[src/rtl/alu_pkg.sv]
// Shared definitions for the ALU and the ALU-control decode that drives it.
// Holds the 4-bit operation codes understood by alu_core.
package alu_pkg;

   localparam int unsigned ALU_OP_W = 4;

   localparam logic [ALU_OP_W-1:0] ALU_AND  = 4'b0000;
   localparam logic [ALU_OP_W-1:0] ALU_OR   = 4'b0001;
   localparam logic [ALU_OP_W-1:0] ALU_ADD  = 4'b0010;
   localparam logic [ALU_OP_W-1:0] ALU_SUB  = 4'b0110;
   localparam logic [ALU_OP_W-1:0] ALU_SLT  = 4'b0111;
   localparam logic [ALU_OP_W-1:0] ALU_NOR  = 4'b1100;
   localparam logic [ALU_OP_W-1:0] ALU_NAND = 4'b1101;

endpackage

[src/rtl/alu_core.sv]
// Combinational arithmetic/logic core.
// Ports:
//   ALUControl - operation select (alu_pkg opcodes)
//   A, B       - operands; signed only for SLT
//   alu_out_d  - next result (unregistered)
//   zero_d     - next zero flag, 1 when alu_out_d == 0
module alu_core
   import alu_pkg::*;
#(
   parameter int unsigned WIDTH = 16
) (
   input  logic [ALU_OP_W-1:0] ALUControl,
   input  logic [WIDTH-1:0]    A,
   input  logic [WIDTH-1:0]    B,
   output logic [WIDTH-1:0]    alu_out_d,
   output logic                zero_d
);

   logic slt;

   // Native signed compare stays correct when A - B would overflow.
   assign slt = ($signed(A) < $signed(B));

   always_comb begin
      alu_out_d = '0;
      case (ALUControl)
         ALU_AND:  alu_out_d = A & B;
         ALU_OR:   alu_out_d = A | B;
         ALU_ADD:  alu_out_d = A + B;
         ALU_SUB:  alu_out_d = A - B;
         ALU_SLT:  alu_out_d = {{(WIDTH-1){1'b0}}, slt};
         ALU_NOR:  alu_out_d = ~(A | B);
         ALU_NAND: alu_out_d = ~(A & B);
         default:  alu_out_d = '0;
      endcase
   end

   assign zero_d = (alu_out_d == '0);

endmodule

[src/rtl/alu.sv]
// Registered ALU: alu_core result and zero flag captured every rising edge.
// Ports:
//   clk, rst   - clock; asynchronous active-high reset (ALUOut=0, Zero=1)
//   ALUControl - operation select
//   A, B       - operands
//   ALUOut     - registered result, one cycle after the operands
//   Zero       - registered flag, equals (ALUOut == 0)
module alu
   import alu_pkg::*;
#(
   parameter int unsigned WIDTH = 16
) (
   input  logic                clk,
   input  logic                rst,
   input  logic [ALU_OP_W-1:0] ALUControl,
   input  logic [WIDTH-1:0]    A,
   input  logic [WIDTH-1:0]    B,
   output logic [WIDTH-1:0]    ALUOut,
   output logic                Zero
);

   logic [WIDTH-1:0] alu_out_d, alu_out_q;
   logic             zero_d, zero_q;

   alu_core #(
      .WIDTH (WIDTH)
   ) u_alu_core (
      .ALUControl (ALUControl),
      .A          (A),
      .B          (B),
      .alu_out_d  (alu_out_d),
      .zero_d     (zero_d)
   );

   // Reset value keeps Zero consistent with ALUOut == 0.
   always_ff @(posedge clk or posedge rst) begin
      if (rst) begin
         alu_out_q <= '0;
         zero_q    <= 1'b1;
      end else begin
         alu_out_q <= alu_out_d;
         zero_q    <= zero_d;
      end
   end

   assign ALUOut = alu_out_q;
   assign Zero   = zero_q;

endmodule

[config.mk]
export PLATFORM = sky130hd
export DESIGN_NAME = alu
export DESIGN_NICKNAME = d
export VERILOG_FILES = /design/src/rtl/alu_pkg.sv /design/src/rtl/alu_core.sv /design/src/rtl/alu.sv
export SDC_FILE = /design/constraint.sdc
export NUM_CORES = 1
export LEC_CHECK = 0
export BUFFER_PORTS_ARGS = -buffer_cell sky130_fd_sc_hd__buf_2
export CAP_MARGIN = 20
export CORE_MARGIN = 1.5
export CORE_UTILIZATION = 35
export CTS_CLUSTER_DIAMETER = 100
export DETAILED_ROUTE_END_ITERATION = 7
export GPL_TIMING_DRIVEN = 0
export PLACE_DENSITY = 0.54
export SLEW_MARGIN = 20
export SYNTH_ARGS = -nofsm -noshare
export SYNTH_HDL_FRONTEND = slang
export SYNTH_HIERARCHICAL = 1
export SYNTH_SLANG_ARGS = --single-unit
[constraint.sdc]
create_clock -name clk -period 1.25 [get_ports clk]
set_clock_uncertainty 0.1 [all_clocks]
set_input_delay 0.0625 -clock clk [delete_from_list [all_inputs] [get_ports clk]]
set_output_delay 0.0625 -clock clk [all_outputs]
set_load 0.01 [all_outputs]
==> results.sh <==
export IMPL_outcome="finished with violations"
export IMPL_violations="setup timing"
export IMPL_dp_hpwl_mm=7.57
export IMPL_cts_root_buf="clkbuf_8"
export IMPL_grt_setup_unrepaired="yes"
export IMPL_cp_buffers_inverters=3
export IMPL_fp_dieW_um=97.5
export IMPL_start_util_pct=36.0
export IMPL_drt_iter0_drc=317
export IMPL_ys_ff_latch=17
export IMPL_cp_data_required_time_ns=1.31
export IMPL_p_switching_w=0.00118
export IMPL_critPathCaptureType="flop"
export IMPL_synth_fp_nets=502
export IMPL_final_layout_size_suffix_gt1_share_pct=38.3
export IMPL_diodes=0
export IMPL_avgSynthCellArea_um2=7.60
export IMPL_maxSlewHeadroom_pct=52.9
export IMPL_syn_instance_count=411
export IMPL_antenna_found_initial=0
export IMPL_ys_flop_type="dfrtp_1"
export IMPL_grt_pass1_vias=3169
export IMPL_hold_class="input pin to flop"
export IMPL_viasPerCell=5.88
export IMPL_synthDistinctLibCells=64
export IMPL_synth_area_um2=3120
export IMPL_grt_remaining_overflow=0
export IMPL_grt_pass1_wl_mm=16.3
export IMPL_hold_violations=0
export IMPL_p_per_area_nw_per_um2=643
export IMPL_fin_crit_ns=2.59
export IMPL_syn2layout_area_growth_pct=39.2
export IMPL_avgRoutedWirePerCell_um=17.1
export IMPL_cp_common_cell="o211ai_1"
export IMPL_finalNetCount=575
export IMPL_critPathArrivalTime_ns=2.65
export IMPL_cts_tree="built"
export IMPL_finish_utilization_pct=50.1
export IMPL_drtAntennaViolNets=0
export IMPL_seq_area_frac_synth_pct=13.7
export IMPL_clock_power_share_pct=13.8
export IMPL_die_y_um=97.5
export IMPL_max_cap_viol_count=0
export IMPL_fin_ws_ns=-1.34
export IMPL_crit_chain="buf_12, inv_12, ha_4, inv_2, fa_2, nor2b_4, o21ai_4, a21oi_2, o211ai_1, o211ai_1, or4_4, nor4_4, nand4_1, nor4_2"
export IMPL_path_depth=14
export IMPL_cts_path_max_buffers=2
export IMPL_detail_route_first_pass_iterations=6
export IMPL_finalSetupViolations=15
export IMPL_n_fill_cell=875
export IMPL_async_reset_ff_share_pct=100
export IMPL_synth_edff_count=0
export IMPL_leakagePower_nw=1.94
export IMPL_die_area_um2=9500
export IMPL_place_congestion=0.891
export IMPL_slowest_stage="or4_4"
export IMPL_multiInputGateArea_um2=2900
export IMPL_core_um2=8680
export IMPL_crit_family="simple AND/OR/NAND/NOR gates"
export IMPL_power_w=0.00280
export IMPL_yosys_warnings=6
export IMPL_fmax_mhz=385
export IMPL_tightest_slew_ns=0.706
export IMPL_path_class="input pin to flop"
export IMPL_path_max_fanout=3
export IMPL_htreeDepth=1
export IMPL_seqCellArea_um2=427
export IMPL_rows=34
export IMPL_crit_path_start_kind="input pin"
export IMPL_slowest_delay_ns=0.58
export IMPL_cts_clk_slew_worst_paths_ns=0.06
export IMPL_cts_inserted_buffers=3
export IMPL_yosysTopAreaCellShare_pct=20.4
export IMPL_cts_sinks=17
export IMPL_finalCritPeriodShare_pct=208
export IMPL_holdPathStages=2
export IMPL_synthTopCellsByArea="ha_1 20%, dfrtp_1 13%, inv_1 5.6%"
export IMPL_drv_slew=0
export IMPL_seqPwrFrac_pct=22.4
export IMPL_fin_setup_tns_ns=-11.03
export IMPL_drc=0
export IMPL_ios=55
export IMPL_swShare_pct=42.2
export IMPL_yosysTopAreaCell="ha_1"
export IMPL_grtUsageTotal_pct=20.7
export IMPL_numPortBuffers=52
export IMPL_yosys_cell_count_top_type="ha_1"
export IMPL_peakVddDrop_v=0.000285
export IMPL_p_int_w=0.00162
export IMPL_grt_start_max_net_pins=18
export IMPL_hold_ws_ns=0.0243
export IMPL_vias=3474
export IMPL_ys_top_cells_by_count="51 x ha_1, 47 x inv_1, 38 x nor2_1"
export IMPL_power_frac_comb_pct=63.8
export IMPL_drt_wl_total_mm=10.1
-- per-layer routing --
| layer | wire length, um | share of wire (%) | track usage (%) |
|---|---|---|---|
| met1 | 4700 | 47 | 31.0 |
| met2 | 4470 | 44 | 32.0 |
| met3 | 779 | 7.7 | 2.23 |
| met4 | 129 | 1.3 | 3.85 |
| met5 | 0 | 0 | 0 |
-- power by group through the flow --
stage	clock network [W]	logic (W)	registers, W
after global routing	0.000427	0.00193	0.000635
final	0.000386	0.00178	0.000628
after global placement	0	0.00145	0.000638
after CTS	0.000398	0.00165	0.000629
after detailed placement	0	0.00146	0.000639
after floorplan	0	0.00101	0.000681
-- timing repair --
action / in CTS / in global routing
pin swaps: 22 / 29
buffers inserted: 10 / 10
setup endpoints to repair: 17 / 16
hold endpoints to repair: 16 / 0
gates resized for setup: 48 / 27
hold buffers: 1 / 0
-- sequential cells by signal, summed over array words and instances, names as in the netlist --
name	flops
Zero	1
ALUOut	16
-- path summary, 6_finish.rpt --
kind,endpoint,from,slack (ns)
worst max-delay path,Zero,A[0],-1.34
worst min-delay path,ALUOut[2],ALUControl[1],0.02
max in group asynchronous,ALUOut[7],rst,0.34
min in group asynchronous,ALUOut[9],rst,0.32
-- metrics by stage --
step	worst slack, ns	cell area (um^2)	std cells
3_5_place_dp	-1.80	3850	571
2_1_floorplan	-1.22	3450	411
4_1_cts	-1.30	4200	586
3_3_place_gp	-1.80	3850	571
6_report	-1.34	4350	591
5_1_grt	-1.48	4350	591
-- layout by cell type (no fill, tap or decap), types with 5 or more instances in the layout --
| cell type | instances |
|---|---|
| a21oi_2 | 5 |
| o211ai_1 | 8 |
| buf_2 | 52 |
| nor2_1 | 32 |
| clkbuf_1 | 5 |
| dfrtp_1 | 16 |
| a221oi_1 | 12 |
| clkbuf_8 | 6 |
| nor3_1 | 17 |
| nand2_1 | 20 |
| o21ai_0 | 9 |
| ha_4 | 6 |
| a21oi_1 | 25 |
| clkbuf_2 | 7 |
| inv_1 | 40 |
| buf_4 | 17 |
| o221a_2 | 11 |
| buf_6 | 9 |
| ha_1 | 43 |
| nand3_1 | 9 |
-- kinds of logic after synthesis --
group | Yosys count | synth area share, %
AOI/OAI and AO/OA | 139 | 33.2
xor gates and xnor gates | 4 | 1.12
adders and majority gates | 53 | 21.7
buffers and inverters | 75 | 9.93
DFF | 17 | 13.7
muxes | 4 | 1.32
and+or+nand+nor | 119 | 19.1
-- area by class of cell --
cell class	count	share of cell area [%]
timing repair buffer	71	10.5
multi-input combinational	319	66.6
buffer	25	4.06
inverter	47	4.89
sequential	17	9.81
tap	108	3.11
clock buffer	4	1.04
Note: power is estimated with default switching activity, not from simulation.
